===== config.mk =====
export PLATFORM = sky130hd
export DESIGN_NAME = uart_rx_deserializer_flat
export DESIGN_NICKNAME = d
export VERILOG_FILES = /design/src/rtl/uart_rx_deserializer_if.sv /design/src/rtl/uart_rx_deserializer.sv /design/src/flat_wrapper.sv
export SDC_FILE = /design/constraint.sdc
export NUM_CORES = 1
export LEC_CHECK = 0
export BUFFER_PORTS_ARGS = -buffer_cell sky130_fd_sc_hd__buf_2
export CAP_MARGIN = 20
export CORE_MARGIN = 2
export CORE_UTILIZATION = 35
export CTS_BUF_LIST = sky130_fd_sc_hd__clkbuf_4 sky130_fd_sc_hd__clkbuf_8 sky130_fd_sc_hd__clkbuf_16
export CTS_CLUSTER_SIZE = 12
export DETAILED_ROUTE_END_ITERATION = 8
export PLACE_DENSITY_LB_ADDON = 0.05
export SLEW_MARGIN = 20
export SYNTH_ARGS = -nofsm -noshare
export SYNTH_HDL_FRONTEND = slang
export SYNTH_SLANG_ARGS = --single-unit

===== constraint.sdc =====
create_clock -name baud_rate_rx -period 2.12 [get_ports baud_rate_rx]
set_clock_uncertainty 0.05 [all_clocks]
set_input_delay 0.106 -clock baud_rate_rx [delete_from_list [all_inputs] [get_ports baud_rate_rx]]
set_output_delay 0.106 -clock baud_rate_rx [all_outputs]
set_load 0.02 [all_outputs]

===== src/rtl/uart_rx_deserializer_if.sv =====
// Bundle for the UART receiver: the serial line and per-frame parity
// configuration in, the deserialized word and its status flags out.
interface uart_rx_deserializer_if #(
   parameter int DATA_BITS = 8
);
   logic                 s_data_in;
   logic                 parity_en;
   logic                 parity_type;
   logic [DATA_BITS-1:0] p_data_out;
   logic                 data_valid;
   logic                 parity_error;
   logic                 framing_error;

   // Side that drives the line and consumes received words.
   modport master (
      output s_data_in, parity_en, parity_type,
      input  p_data_out, data_valid, parity_error, framing_error
   );

   // Receiver side.
   modport slave (
      input  s_data_in, parity_en, parity_type,
      output p_data_out, data_valid, parity_error, framing_error
   );
endinterface


===== src/rtl/uart_rx_deserializer.sv =====
// Oversampling UART receiver. The asynchronous line is synchronized,
// a falling edge is qualified at the middle of the start bit, and each
// following bit is sampled once per bit period at its midpoint. Word and
// error flags are registered together with a one-cycle data_valid pulse.
module uart_rx_deserializer #(
   parameter int OVERSAMPLE = 8,
   parameter int DATA_BITS  = 8
) (
   input  logic                  baud_rate_rx,
   input  logic                  rst,
   uart_rx_deserializer_if.slave bus
);
   localparam int CNT_W = $clog2(OVERSAMPLE);
   localparam int IDX_W = (DATA_BITS > 1) ? $clog2(DATA_BITS) : 1;
   localparam logic [CNT_W-1:0] HALF_LAST = CNT_W'(OVERSAMPLE / 2 - 1);
   localparam logic [CNT_W-1:0] BIT_LAST  = CNT_W'(OVERSAMPLE - 1);
   localparam logic [IDX_W-1:0] IDX_LAST  = IDX_W'(DATA_BITS - 1);

   typedef enum logic [2:0] {IDLE, START, DATA, PARITY, STOP} state_t;

   state_t               state, state_next;
   logic [CNT_W-1:0]     cnt, cnt_next;
   logic [IDX_W-1:0]     idx, idx_next;
   logic                 sync_meta, sync_rx;
   logic                 par_en_q, par_type_q, par_flag;
   logic [DATA_BITS-1:0] shift_q;
   logic                 start_frame, take_data, take_parity, take_stop;
   logic                 bit_tick;
   logic [DATA_BITS-1:0] data_q;
   logic                 valid_q, perr_q, ferr_q;

   // Two-flop synchronizer; resets to the idle-high line level.
   // NOTE: clocked state uses non-blocking (<=) so every flop samples the
   // pre-edge values of the others, regardless of statement order.
   always_ff @(posedge baud_rate_rx) begin
      if (rst) begin
         sync_meta <= 1'b1;
         sync_rx   <= 1'b1;
      end else begin
         sync_meta <= bus.s_data_in;
         sync_rx   <= sync_meta;
      end
   end

   // FSM state, oversample counter and bit index registers.
   always_ff @(posedge baud_rate_rx) begin
      if (rst) begin
         state <= IDLE;
         cnt   <= '0;
         idx   <= '0;
      end else begin
         state <= state_next;
         cnt   <= cnt_next;
         idx   <= idx_next;
      end
   end

   assign bit_tick = (cnt == BIT_LAST);

   // Next-state logic and the per-bit sampling strobes.
   // NOTE: every signal written here gets a default first, so no path can
   // leave one unassigned and infer a latch.
   always_comb begin
      state_next  = state;
      cnt_next    = cnt + CNT_W'(1);
      idx_next    = idx;
      start_frame = 1'b0;
      take_data   = 1'b0;
      take_parity = 1'b0;
      take_stop   = 1'b0;
      case (state)
         IDLE: begin
            cnt_next = '0;
            if (!sync_rx) begin
               state_next  = START;
               start_frame = 1'b1;
            end
         end
         START: begin
            if (cnt == HALF_LAST) begin
               cnt_next = '0;
               if (sync_rx) begin
                  state_next = IDLE;       // too short: treat as a glitch
               end else begin
                  state_next = DATA;
                  idx_next   = '0;
               end
            end
         end
         DATA: begin
            if (bit_tick) begin
               cnt_next  = '0;
               take_data = 1'b1;
               if (idx == IDX_LAST) begin
                  state_next = par_en_q ? PARITY : STOP;
               end else begin
                  idx_next = idx + IDX_W'(1);
               end
            end
         end
         PARITY: begin
            if (bit_tick) begin
               cnt_next    = '0;
               take_parity = 1'b1;
               state_next  = STOP;
            end
         end
         STOP: begin
            if (bit_tick) begin
               cnt_next   = '0;
               take_stop  = 1'b1;
               state_next = IDLE;
            end
         end
         default: state_next = IDLE;
      endcase
   end

   // Frame-scoped config capture, LSB-first shift register and parity check.
   always_ff @(posedge baud_rate_rx) begin
      if (rst) begin
         par_en_q   <= 1'b0;
         par_type_q <= 1'b0;
         par_flag   <= 1'b0;
         shift_q    <= '0;
      end else begin
         if (start_frame) begin
            par_en_q   <= bus.parity_en;
            par_type_q <= bus.parity_type;
            par_flag   <= 1'b0;
         end
         if (take_data) begin
            shift_q <= {sync_rx, shift_q[DATA_BITS-1:1]};
         end
         if (take_parity) begin
            par_flag <= (sync_rx != (^shift_q ^ par_type_q));
         end
      end
   end

   // Result registers: updated only on the stop sample, held otherwise.
   always_ff @(posedge baud_rate_rx) begin
      if (rst) begin
         data_q  <= '0;
         valid_q <= 1'b0;
         perr_q  <= 1'b0;
         ferr_q  <= 1'b0;
      end else begin
         valid_q <= take_stop;
         if (take_stop) begin
            data_q <= shift_q;
            perr_q <= par_flag;
            ferr_q <= ~sync_rx;
         end
      end
   end

   assign bus.p_data_out    = data_q;
   assign bus.data_valid    = valid_q;
   assign bus.parity_error  = perr_q;
   assign bus.framing_error = ferr_q;
endmodule


===== src/flat_wrapper.sv =====
// flat-port wrapper written by rule: the top's interface ports become plain ports
module uart_rx_deserializer_flat 
#(
   parameter int OVERSAMPLE = 8,
   parameter int DATA_BITS  = 8
)
  (baud_rate_rx, rst, bus_s_data_in, bus_parity_en, bus_parity_type, bus_p_data_out, bus_data_valid, bus_parity_error, bus_framing_error);
  uart_rx_deserializer_if #(.DATA_BITS(DATA_BITS)) bus_i ();
  input  logic baud_rate_rx;
  input  logic rst;
  input wire logic [$bits(bus_i.s_data_in)-1:0] bus_s_data_in;
  input wire logic [$bits(bus_i.parity_en)-1:0] bus_parity_en;
  input wire logic [$bits(bus_i.parity_type)-1:0] bus_parity_type;
  output wire logic [$bits(bus_i.p_data_out)-1:0] bus_p_data_out;
  output wire logic [$bits(bus_i.data_valid)-1:0] bus_data_valid;
  output wire logic [$bits(bus_i.parity_error)-1:0] bus_parity_error;
  output wire logic [$bits(bus_i.framing_error)-1:0] bus_framing_error;
  assign bus_i.s_data_in = bus_s_data_in;
  assign bus_i.parity_en = bus_parity_en;
  assign bus_i.parity_type = bus_parity_type;
  assign bus_p_data_out = bus_i.p_data_out;
  assign bus_data_valid = bus_i.data_valid;
  assign bus_parity_error = bus_i.parity_error;
  assign bus_framing_error = bus_i.framing_error;
  uart_rx_deserializer #(.OVERSAMPLE(OVERSAMPLE), .DATA_BITS(DATA_BITS)) u_core (.baud_rate_rx(baud_rate_rx), .rst(rst), .bus(bus_i));
endmodule

### After elaboration in Yosys (flattened, before gate mapping)

Index checks and enable logic that the tools add are counted.

| operators by class | value |
|---|---|
| add/sub/neg operators | 2 |
| eq/ne operators | 16 |
| multiplexer cells | 25 |
| bitwise gates (word level) | 2 |
| reduce and logical (&&, ||, !) cells | 7 |

Operator list:

| cell | count |
|---|---|
| 2-to-1 mux 3 bit | 13 |
| one-hot mux 3 bit (5 select lines) | 1 |
| inequality test 2 x 1 -> 1 bit (second input constant) | 5 |
| == test 3 x 2 -> 1 bit (second input constant) | 3 |
| == test 3 bit (second input constant) | 3 |
| one-hot mux 3 bit (3 select lines) | 1 |
| 2-to-1 mux 1 bit | 8 |
| parity 8 bit | 1 |
| adder 3 x 1 -> 3 bit (second input constant) | 2 |
| inequality test 2 bit (second input constant) | 3 |
| one-hot mux 3 bit (2 select lines) | 1 |
| AND reduction 6 bit | 1 |
| AND reduction 5 bit | 1 |
| nonzero test 2 bit | 2 |
| == test 3 x 1 -> 1 bit (second input constant) | 1 |
| logical NOT 3 bit | 1 |
| OR reduction 3 bit | 1 |
| 2-to-1 mux 2 bit | 1 |
| inequality test 1 bit | 1 |
| NOT 1 bit | 1 |
| bitwise XOR 1 bit | 1 |

| word-level totals | value |
|---|---|
| flip-flop bits (word level) | 33 |
| input port bits | 5 |
| output and inout port bits | 11 |
| logic and storage cells | 65 |

### Logic depth before layout (Yosys ltp)

Gate-level depths: netlist of run 1.

| logic depth | value |
|---|---|
| depth in word-level cells | 4 |
| depth in mapped cells | 7 |

### Worst setup path after synthesis of run 1

Ideal clock, no wire load.

| path | value |
|---|---|
| kind | reg2reg |
| start | register u_core.cnt[0] |
| end | register u_core.ferr_q (netlist: u_core.bus.framing_error) |
| library setup time | 0.129 ns |
| arrival | 1.327 ns |
| required time | 1.941 ns |
| path slack | 0.615 ns |
| cell stages (with the launch flop) | 8 |
| clock period less this slack | 1.505 ns |
| cells stage by stage | dfxtp_1 -> ha_1 -> nand2_1 -> nor2_1 -> and3_1 -> buf_4 -> mux2i_1 -> nor2_1 |

| on the way | value |
|---|---|
| longest elaborated chain between the ends | 3 |

RTL lines:

| item | line | RTL |
|---|---|---|
| start: declaration | uart_rx_deserializer.sv:22 | `logic [CNT_W-1:0] cnt, cnt_next;` |
| start signal: assignment | uart_rx_deserializer.sv:53 | `cnt <= cnt_next;` |
| == test 3 bit | uart_rx_deserializer.sv:58 | `assign bit_tick = (cnt == BIT_LAST);` |
| 2-to-1 mux 1 bit | uart_rx_deserializer.sv:109 | `if (bit_tick) begin` |
| 2-to-1 mux 1 bit | uart_rx_deserializer.sv:71 | `case (state)` |
| end signal: assignment | uart_rx_deserializer.sv:153 | `ferr_q <= ~sync_rx;` |
| end: declaration | uart_rx_deserializer.sv:30 | `logic valid_q, perr_q, ferr_q;` |

No other way between the ends.
A chain may end at the register's enable or synchronous reset.

### Final worst setup path of run 1

| path | value |
|---|---|
| start | register u_core.cnt[0] |
| end | register u_core.data_q[6] (netlist: u_core.bus.p_data_out[6]) |

| on the way | value |
|---|---|
| longest elaborated chain between the ends | 3 |

RTL lines:

| item | line | RTL |
|---|---|---|
| == test 3 bit | uart_rx_deserializer.sv:58 |  |
| 2-to-1 mux 1 bit | uart_rx_deserializer.sv:109 |  |
| 2-to-1 mux 1 bit | uart_rx_deserializer.sv:71 |  |
| end signal: assignment | uart_rx_deserializer.sv:151 | `data_q <= shift_q;` |
| end: declaration | uart_rx_deserializer.sv:29 | `logic [DATA_BITS-1:0] data_q;` |

No other way between the ends.

==> results of run 1 <==
[cell families (layout without fill, tap and decap cells)]
logic type / Yosys count / count (layout) / synth area share, %
multiplexers: 23 / 23 / 16.0
AND/OR/NAND/NOR: 54 / 54 / 16.4
buffers and inverters: 13 / 32 / 3.87
adder cells (fa/ha/maj): 5 / 5 / 4.30
XOR/XNOR: 8 / 8 / 7.05
AO/OA/AOI/OAI: 17 / 17 / 6.96
flip-flops: 33 / 33 / 45.4
[worst min-delay path, delay by kind of cell]
kind                   cells  cell delay [ns]
buffers and inverters      1             0.07
and+or+nand+nor            1             0.07
muxes                      1             0.05
[per-layer routing]
metal | vias to the layer above | wire (µm) | global-route usage, %
li1 | 543 | - | -
met3 | 4 | 92 | 3.95
met4 | 0 | 40 | 6.75
met5 | - | 0 | 0
met2 | 17 | 1100 | 19.0
met1 | 468 | 1420 | 18.0
[cell usage in the layout, fill, tap and decap left out, types with 2 or more instances in the layout]
master | synthesis | layout
nor2_1 | 31 | 31
buf_2 | 3 | 15
or2_2 | 2 | 2
xnor2_1 | 5 | 5
nand3_1 | 2 | 2
inv_1 | 6 | 6
ha_1 | 5 | 5
nand2_1 | 8 | 8
mux2i_1 | 21 | 21
dfxtp_1 | 33 | 33
o211ai_1 | 3 | 3
buf_4 | 1 | 2
and2_1 | 2 | 2
a21oi_1 | 7 | 7
o21ai_0 | 3 | 3
nand2b_1 | 2 | 2
clkbuf_8 | 0 | 7
mux2_2 | 2 | 2
[stage by stage]
| step | instances | hold slack [ns] | setup slack, ns |
|---|---|---|---|
| floorplan | 153 | 0.160 | 0.615 |
| global placement | 213 | 0.238 | 0.480 |
| detailed placement | 213 | 0.241 | 0.465 |
| CTS | 222 | 0.00617 | 0.455 |
| global route | 222 | 0.0146 | 0.300 |
| finish | 222 | 0.0131 | 0.474 |
[worst max-delay path by stage]
stage | to | slack, ns | from
after detailed placement | u_core.bus.p_data_out[0]$_SDFFE_PP0P_ | 0.47 | u_core.cnt[0]$_SDFF_PP0_
after CTS | u_core.bus.p_data_out[0]$_SDFFE_PP0P_ | 0.45 | u_core.cnt[0]$_SDFF_PP0_
after global routing | u_core.idx[0]$_SDFFE_PP0P_ | 0.30 | u_core.cnt[0]$_SDFF_PP0_
after global placement | u_core.bus.p_data_out[5]$_SDFFE_PP0P_ | 0.48 | u_core.cnt[0]$_SDFF_PP0_
after floorplan | u_core.bus.framing_error$_SDFFE_PP0P_ | 0.61 | u_core.cnt[0]$_SDFF_PP0_
final | u_core.bus.p_data_out[6]$_SDFFE_PP0P_ | 0.47 | u_core.cnt[0]$_SDFF_PP0_
[flip-flops by register name, summed over array words and instances, names as in the netlist]
name                      count
u_core.par_en_q               1
u_core.sync_rx                1
u_core.state                  3
u_core.sync_meta              1
u_core.bus.p_data_out         8
u_core.par_type_q             1
u_core.bus.framing_error      1
u_core.idx                    3
u_core.bus.parity_error       1
u_core.bus.data_valid         1
u_core.cnt                    3
u_core.par_flag               1
u_core.shift_q                8
[area by class of cell]
type / count / area [µm²] / share of cell area [%]
clock inverters: 1 / 5.00 / 0.297
well taps: 50 / 62.6 / 3.71
inverters: 6 / 22.5 / 1.34
flip-flops and latches: 33 / 661 / 39.2
clock buffers: 7 / 96.3 / 5.72
multi-input cells: 107 / 738 / 43.8
repair buffers: 18 / 100 / 5.94
[repair_timing]
action                                 in CTS  in global routing
hold buffers                                1                  0
gates resized for setup                     0                  0
endpoints found under the hold margin       1                  0
[power by group through the flow]
stage,Clock (mW),Combinational [mW],Sequential (mW)
final,0.518,0.0376,0.629
after CTS,0.540,0.0381,0.629
after global routing,0.565,0.0421,0.629
after global placement,0,0.0364,0.643
after floorplan,0,0.0277,0.642
after detailed placement,0,0.0365,0.643
==> impl_metrics.csv, run 1 <==
group,metric,value,unit
pwr,power_density,703,nW/µm²
detailed_routing,drc_errors,0,
sta,slew_headroom,61.9,%
sta,finalSetupTns,0,ns
worst_setup_path,end_kind,"register",
flow_run,max_cap_viol_count,0,
synthesis,ys_types,32,
pwr,power_frac_clock,43.7,%
worst_setup_path,cpPeakStageDelay,0.36,ns
floorplan,die_x,68.5,µm
min_path,min_to,"u_core.par_en_q$_SDFFE_PP0P_",
synthesis,synth_edf_count,0,
floorplan,fp.dieH,68.5,µm
placed_design,portBuffers,15,
pwr,p_switching,0.251,mW
worst_setup_path,path_class,"reg2reg",
sta,finalSetupViolCount,0,
worst_setup_path,crit_cells,7,
synthesis,syn_area_per_cell,9.51,µm²
worst_setup_path,r2r-start,"u_core.cnt[0]$_SDFF_PP0_",
worst_setup_path,crit_family,"simple AND/OR/NAND/NOR gates",
detailed_routing,drtPass1Iterations,4,
sta,worstMarginPinSlew,0.572,ns
worst_setup_path,crit_fanout,11,
worst_setup_path,crit_slowest_cell,"dfxtp_1",
detailed_routing,vias,1032,
synthesis,ys.warnings.count,0,
floorplan,core,4000,µm²
global_route,grt_pass1_wl,4520,µm
worst_setup_path,arrival,1.74,ns
placed_design,dpl.hpwl,1790,µm
global_route,grt_pass1_vias,946,
min_path,hold_depth,3,
cells_and_area,synthToLayoutAreaGrowth,15.8,%
run_status,outcome,"completed",
sta,finalCritPeriodShare,77.7,%
worst_setup_path,r2r_end,"u_core.bus.p_data_out[6]$_SDFFE_PP0P_",
cells_and_area,antenna_cells,0,
floorplan,ioPinCount,16,
cells_and_area,layout.nets,181,
synthesis,syn_nets,163,
synthesis,yosysMostFrequentCell,"dfxtp_1",
global_route,groute.usage.overall,13.3,%
clock_tree,clkSinkCount,33,
worst_setup_path,worst-path-buf-inv,1,
placed_design,place_congestion,0.768,
cells_and_area,drive_above_1_share,18.0,%
synthesis,netlist_area,1460,µm²
cells_and_area,fillers,404,
floorplan,num_rows,23,
clock_tree,clk_path_buf_depth,2,
pwr,total_power,1.19,mW
clock_tree,cts_tree,"yes",
worst_setup_path,cpMostUsedCell,"nor2_1",
synthesis,synth_top_cells_by_count,"33 x dfxtp_1, 31 x nor2_1, 21 x mux2i_1, 8 x nand2_1, 7 x a21oi_1",
pwr,p_comb_share,3.2,%
clock_tree,cts.root.buffer_cell,"clkbuf_8",
min_path,hold_start,"bus_parity_en",
worst_setup_path,cp-start-kind,"register",
cells_and_area,finish.utilization,42.1,%
sta,rsz0062_at_grt,"false",
min_path,hold_class,"in2reg",
clock_tree,htree_num_levels,2,
synthesis,yosys_most_used_dff,"dfxtp_1",
pwr,p_int,0.934,mW
sta,min_period,1.65,ns
pwr,power_frac_seq,53.1,%
synthesis,synth_area_leaders,"dfxtp_1 45%, mux2i_1 14%, nor2_1 8.0%",
synthesis,synth_top_area_cell,"dfxtp_1",
global_route,grt_max_degree,32,
global_route,grt-ovfl-total,0,
pwr,ir_drop,0.000369,V
detailed_routing,initialDrtViolationCount,46,
detailed_routing,wirelength,2650,µm
clock_tree,cts_made_buffers,5,
detailed_routing,vias_per_cell,4.65,
synthesis,async_flop_share,0,%
floorplan,die_area,4690,µm²
pwr,p_leak,0.749,nW
synthesis,yosysSeqAreaShare,45.4,%
worst_setup_path,reg2reg_slack,0.47,ns
detailed_routing,ant_nets,0,
synthesis,synth_top_cell_area_share,45.4,%
synthesis,synth-seq-cells,33,
clock_tree,clkLatencyLatePin,0.28,ns
global_route,antenna_found_initial,0,
clock_tree,clk_pin_slew,0.07,ns
placed_design,placed_cell_area,1570,µm²
pwr,swShare,21.2,%
clock_tree,post_cts_buffers,0,
sta,slew_violations,0,
cells_and_area,fin_area,1690,µm²
detailed_routing,avgRoutedWirePerCell,12.0,µm
sta,fmaxAchievable,607,MHz
worst_setup_path,crit_chain,"ha_1 -> nand2_1 -> nor2_1 -> and3_1 -> buf_4 -> mux2i_1 -> nor2_1",
worst_setup_path,required,2.22,ns
sta,hold_viol,0,
floorplan,start_util,36.4,%
worst_setup_path,rr_worst_depth,7,
synthesis,postSynthCellCount,153,
No activity file was read; power rests on OpenSTA's default activity.
==> run 2, diff against run 1 <==
==> constraint.sdc (replaced) <==
create_clock -name baud_rate_rx -period 1.4 [get_ports baud_rate_rx]
set_clock_uncertainty 0.05 [all_clocks]
set_input_delay 0.07 -clock baud_rate_rx [delete_from_list [all_inputs] [get_ports baud_rate_rx]]
set_output_delay 0.07 -clock baud_rate_rx [all_outputs]
set_load 0.02 [all_outputs]
==> run 2 against run 1 <==
Effect of this change: the run now ends with setup timing left; power up 40%; sequential cell count unchanged; via count is 11% higher; critical path type unchanged; largest cell class unchanged.
==> impl_metrics.csv, run 2 (synthesis gave the netlist of run 1 again) <==
group,metric,value,unit
run_status,outcome,"complete, but fails checks",
run_status,violations,"setup timing",
pwr,p_leak,0.877,nW
cells_and_area,drive_above_1_share,37.9,%
detailed_routing,initialDrtViolationCount,31,
sta,fmaxAchievable,675,MHz
detailed_routing,wirelength,2990,µm
detailed_routing,vias,1141,
worst_setup_path,crit_chain,"xnor2_2 -> xnor3_1 -> xnor2_1 -> mux2_2 -> nor2_2",
worst_setup_path,cp-start-kind,"register",
cells_and_area,fillers,390,
floorplan,ioPinCount,16,
cells_and_area,multi_input_area,863,µm²
pwr,ir_drop,0.000421,V
global_route,grt_pass1_vias,1072,
min_path,hold_class,"in2reg",
worst_setup_path,cpPeakStageDelay,0.41,ns
worst_setup_path,crit_fanout,2,
detailed_routing,drc_errors,0,
clock_tree,clk_pin_slew,0.06,ns
detailed_routing,vias_per_cell,4.75,
sta,rsz0062_at_grt,"true",
worst_setup_path,crit_slowest_cell,"xnor3_1",
clock_tree,clkSinkCount,33,
cells_and_area,most-common-layout-cells,"27 x nor2_1, 27 x dfxtp_1, 21 x mux2i_1, 18 x buf_4, 15 x buf_2",
global_route,groute.usage.overall,15.1,%
min_path,hold_depth,3,
placed_design,place_congestion,0.706,
worst_setup_path,end_kind,"register",
sta,fin_ws,-0.0805,ns
clock_tree,cts_made_buffers,5,
detailed_routing,wl_met1,1440,µm
cells_and_area,synthToLayoutAreaGrowth,34.9,%
min_path,hold_start,"bus_parity_type",
min_path,min_to,"u_core.par_type_q$_SDFFE_PP0P_",
sta,slew_headroom,63.4,%
detailed_routing,ant_nets,0,
detailed_routing,top_layer,"met4",
clock_tree,cts_tree,"yes",
clock_tree,htree_num_levels,2,
cells_and_area,layout.nets,201,
clock_tree,clk_path_buf_depth,2,
worst_setup_path,rr_worst_depth,5,
cells_and_area,regArea,668,µm²
placed_design,portBuffers,15,
sta,slew_violations,0,
sta,min_period,1.48,ns
floorplan,die_area,4690,µm²
worst_setup_path,r2r-start,"u_core.shift_q[1]$_SDFFE_PP0P_",
global_route,grt_max_degree,32,
clock_tree,cts.root.buffer_cell,"clkbuf_8",
placed_design,place_inst,229,
floorplan,core,4000,µm²
flow_run,max_cap_viol_count,0,
global_route,grt-ovfl-total,0,
cells_and_area,fin_cells,240,
detailed_routing,avgRoutedWirePerCell,12.5,µm
global_route,antenna_found_initial,0,
worst_setup_path,reg2reg_slack,-0.08,ns
sta,finalSetupViolCount,8,
floorplan,num_rows,23,
floorplan,fp.dieH,68.5,µm
detailed_routing,met3WireLength,114,µm
worst_setup_path,path_class,"reg2reg",
floorplan,start_util,36.4,%
global_route,grt_pass1_wl,5080,µm
floorplan,die_x,68.5,µm
clock_tree,clkLatencyLatePin,0.28,ns
detailed_routing,drtPass1Iterations,4,
pwr,power_density,848,nW/µm²
worst_setup_path,arrival,1.64,ns
detailed_routing,route.met2.wl,1380,µm
sta,hold_viol,0,
sta,finalSetupTns,-0.354,ns
sta,finalCritPeriodShare,106,%
worst_setup_path,r2r_end,"u_core.par_flag$_SDFFE_PP0P_",
worst_setup_path,required,1.56,ns
placed_design,dpl.hpwl,2000,µm
cells_and_area,antenna_cells,0,
sta,worstMarginPinSlew,0.549,ns
run 2: changes by cell type in the layout (fill, tap and decap cells not counted), sizes merged:
cell         previous run  this run
and3                    1         2
buf                    17        35
clkbuf                  7         5
dlygate4sd3             1         2
run 2: layout make-up:
class / instances / share of cell area, %
repair buffers: 37 / 13.9
inverters: 6 / 1.15
clock buffers: 5 / 3.51
multi-input cells: 108 / 44.0
flip-flops and latches: 33 / 34.0
well taps: 50 / 3.19
clock inverters: 1 / 0.255
run 2: worst max-delay path by stage:
stage                                         from                           end  slack [ns]
floorplan           u_core.shift_q[0]$_SDFFE_PP0P_  u_core.par_flag$_SDFFE_PP0P_       -0.01
global placement    u_core.shift_q[0]$_SDFFE_PP0P_  u_core.par_flag$_SDFFE_PP0P_       -0.07
detailed placement  u_core.shift_q[0]$_SDFFE_PP0P_  u_core.par_flag$_SDFFE_PP0P_       -0.09
CTS                 u_core.shift_q[1]$_SDFFE_PP0P_  u_core.par_flag$_SDFFE_PP0P_        -0.1
global route        u_core.shift_q[1]$_SDFFE_PP0P_  u_core.par_flag$_SDFFE_PP0P_       -0.15
finish              u_core.shift_q[1]$_SDFFE_PP0P_  u_core.par_flag$_SDFFE_PP0P_       -0.08
run 2: routing by layer:
metal	vias to the layer above	GRT usage, %
met4	0	7.50
met3	6	3.95
met5	-	0
met1	531	18.7
met2	17	24.2
li1	587	-
run 2: repair_timing:
action	CTS	global route
setup endpoints to repair	24	28
buffers inserted	1	0
hold endpoints to repair	2	0
gates cloned	2	0
gates resized for setup	13	11
pin swaps	9	7
hold buffers	2	0
run 2: stage by stage:
step / worst slack (ns) / total power [mW] / hold slack (ns) / area (µm²) / utilization, %
after floorplan: -0.0107 / 1.02 / 0.124 / 1500 / -
after global placement: -0.0659 / 1.04 / 0.206 / 1730 / 43.3
after detailed placement: -0.0907 / 1.04 / 0.206 / 1730 / 43.3
after CTS: -0.0980 / 1.70 / 0.00367 / 1920 / 48.0
after global routing: -0.150 / 1.76 / 0.0338 / 1960 / 49.1
final: -0.0805 / 1.66 / 0.00441 / 1960 / 49.1
run 2: worst max-delay path, delay by kind of cell (launching register included):
kind / cells / cell delay, ns
simple gates: 1 / 0.07
mux: 1 / 0.27
xor+xnor: 3 / 0.70
flops: 1 / 0.33
run 2: power by group:
part	switching, mW	internal, mW	total [mW]
Combinational	0.0393	0.0362	0.0755
Clock	0.311	0.326	0.637
Sequential	0.00511	0.947	0.952
==> run 3, diff against run 2 <==
--- a/config.mk
+++ b/config.mk
@@ -8,11 +8,12 @@
 export BUFFER_PORTS_ARGS = -buffer_cell sky130_fd_sc_hd__buf_2
 export CAP_MARGIN = 20
 export CORE_MARGIN = 2
-export CORE_UTILIZATION = 35
+export CORE_UTILIZATION = 43
 export CTS_BUF_LIST = sky130_fd_sc_hd__clkbuf_4 sky130_fd_sc_hd__clkbuf_8 sky130_fd_sc_hd__clkbuf_16
 export CTS_CLUSTER_SIZE = 12
 export DETAILED_ROUTE_END_ITERATION = 8
 export PLACE_DENSITY_LB_ADDON = 0.05
+export SETUP_SLACK_MARGIN = 0.15
 export SLEW_MARGIN = 20
 export SYNTH_ARGS = -nofsm -noshare
 export SYNTH_HDL_FRONTEND = slang
==> constraint.sdc (replaced) <==
create_clock -name baud_rate_rx -period 1.4 [get_ports baud_rate_rx]
set_clock_uncertainty 0.05 [all_clocks]
set_input_delay 0.14 -clock baud_rate_rx [delete_from_list [all_inputs] [get_ports baud_rate_rx]]
set_output_delay 0.14 -clock baud_rate_rx [all_outputs]
set_load 0.02 [all_outputs]
==> run 3 against run 2 <==
Effect of this change: the flow still finishes with violations (setup timing); clock power increased by 19%; worst setup slack improved by 0.00076 ns; final area increased by 5.8%; power increased by 7.7%; cell count increased by 0.42%; non-clock buffer count increased by 3; routed wire length decreased by 0.94%; maximum frequency about the same; hold slack improved by 0.15 ns; utilization increased by 14 points; via count increased by 0.96%.
==> impl_metrics.csv, run 3 (synthesis gave the netlist of run 1 again) <==
group,metric,value,unit
sta,min_period,1.48,ns
detailed_routing,top_layer,"met4",
detailed_routing,vias_per_cell,4.78,
floorplan,ioPinCount,16,
placed_design,dp_slack,-0.0907,ns
floorplan,die_x,62.2,µm
pwr,p_comb_share,4.4,%
worst_setup_path,crit_chain,"xnor2_2 -> xnor3_1 -> xnor2_1 -> mux2_2 -> nor2_2",
floorplan,core,3280,µm²
pwr,p_leak,0.914,nW
detailed_routing,drtPass1Iterations,4,
cells_and_area,antenna_cells,0,
placed_design,place_congestion,0.784,
worst_setup_path,arrival,1.70,ns
worst_setup_path,reg2reg_slack,-0.08,ns
placed_design,dpl.hpwl,1900,µm
detailed_routing,wl_met1,1390,µm
cells_and_area,layout.nets,204,
cells_and_area,synthToLayoutAreaGrowth,42.7,%
sta,timing.hold.ws,0.154,ns
detailed_routing,route.met2.wl,1380,µm
detailed_routing,ant_nets,0,
worst_setup_path,end_kind,"register",
sta,rsz0062_at_grt,"true",
sta,worstMarginPinSlew,0.414,ns
clock_tree,clkSinkCount,33,
worst_setup_path,path_class,"reg2reg",
floorplan,fp.dieH,62.2,µm
run_status,outcome,"complete, but fails checks",
detailed_routing,met3WireLength,138,µm
pwr,ir_drop,0.000581,V
clock_tree,htree_num_levels,2,
detailed_routing,avgRoutedWirePerCell,12.3,µm
pwr,p_switching,0.362,mW
pwr,power_density,863,nW/µm²
pwr,power_frac_clock,42.5,%
pwr,power_frac_seq,53.2,%
global_route,groute.usage.overall,17.3,%
floorplan,die_area,3870,µm²
detailed_routing,drc_errors,0,
floorplan,start_util,44.3,%
run_status,violations,"setup timing",
detailed_routing,vias,1152,
clock_tree,cts_made_buffers,5,
pwr,total_power,1.79,mW
pwr,swShare,20.2,%
detailed_routing,wirelength,2960,µm
sta,slew_headroom,72.2,%
sta,fmaxAchievable,676,MHz
min_path,hold_class,"in2reg",
cells_and_area,most-common-layout-cells,"25 x nor2_1, 24 x dfxtp_1, 21 x mux2i_1, 15 x buf_2, 13 x buf_4",
sta,fin_ws,-0.0797,ns
sta,slew_violations,0,
sta,finalCritPeriodShare,106,%
sta,finalSetupViolCount,17,
detailed_routing,initialDrtViolationCount,30,
global_route,grt_max_degree,23,
cells_and_area,drive_above_1_share,44.1,%
clock_tree,clk_pin_slew,0.10,ns
worst_setup_path,required,1.63,ns
global_route,grt_pass1_vias,1143,
worst_setup_path,crit_fanout,2,
pwr,p_int,1.43,mW
sta,hold_viol,0,
clock_tree,clk_path_buf_depth,2,
global_route,grt-ovfl-total,0,
clock_tree,cts.root.buffer_cell,"clkbuf_4",
worst_setup_path,crit_slowest_cell,"xnor3_1",
placed_design,portBuffers,15,
global_route,antenna_found_initial,0,
clock_tree,cts_tree,"yes",
floorplan,num_rows,21,
worst_setup_path,cp-start-kind,"register",
global_route,grt_pass1_wl,5180,µm
clock_tree,clkLatencyLatePin,0.33,ns
flow_run,max_cap_viol_count,0,
worst_setup_path,cpPeakStageDelay,0.41,ns
cells_and_area,layout_commonest_cell,"nor2_1",
==> run 3: final cells by class <==
cell class | instances | area [µm²]
inverter | 6 | 22.5
multi-input combinational | 108 | 896
fill | 301 | 1210
sequential | 33 | 674
timing repair buffer | 40 | 338
clock buffer | 7 | 58.8
clock inverter | 1 | 30.0
tap | 46 | 57.6
==> run 3: path summary, 6_finish.rpt <==
kind                            cells past startpoint                            to                            from
worst max-delay path                                5  u_core.par_flag$_SDFFE_PP0P_  u_core.shift_q[0]$_SDFFE_PP0P_
worst min-delay path                                2  u_core.state[2]$_SDFFE_PP0P_                             rst
worst max register to register                      5  u_core.par_flag$_SDFFE_PP0P_  u_core.shift_q[0]$_SDFFE_PP0P_
worst min register to register                      1     u_core.sync_rx$_SDFF_PP1_     u_core.sync_meta$_SDFF_PP1_
==> run 3: metrics by stage <==
stage / utilization (%) / cell area, µm² / TNS (ns) / std cells
2_1_floorplan: - / 1530 / -0.0107 / 153
3_3_place_gp: 53.0 / 1740 / -0.185 / 222
3_5_place_dp: 53.0 / 1740 / -0.738 / 222
4_1_cts: 61.0 / 2000 / -0.528 / 237
5_1_grt: 63.2 / 2080 / -2.35 / 241
6_report: 63.2 / 2080 / -0.622 / 241
==> run 3: worst max-delay path: cells and delay by family (launching register included) <==
family | cells | cell delay [ns]
XOR/XNOR | 3 | 0.69
AND/OR/NAND/NOR | 1 | 0.07
multiplexers | 1 | 0.26
flip-flops | 1 | 0.35
==> run 3: power groups by stage <==
stage | Combinational [mW] | Sequential [mW] | Clock (mW)
2_1_floorplan | 0.0437 | 0.974 | 0
3_3_place_gp | 0.0633 | 0.975 | 0
3_5_place_dp | 0.0640 | 0.975 | 0
4_1_cts | 0.0752 | 0.955 | 0.787
5_1_grt | 0.0875 | 0.954 | 0.837
6_report | 0.0786 | 0.953 | 0.761
==> run 3: repair_timing <==
item,4_1_cts,5_1_grt
pin swaps,18,10
hold buffers,3,0
endpoints found under the setup margin,31,31
buffers inserted,2,4
cloned,2,0
resized for setup,26,10
endpoints found under the hold margin,3,0
==> run 3: layer usage <==
| layer | global-route usage, % | vias up |
|---|---|---|
| met2 | 27.7 | 22 |
| li1 | - | 597 |
| met4 | 7.78 | 0 |
| met1 | 21.0 | 527 |
| met3 | 5.80 | 6 |
| met5 | 0 | - |
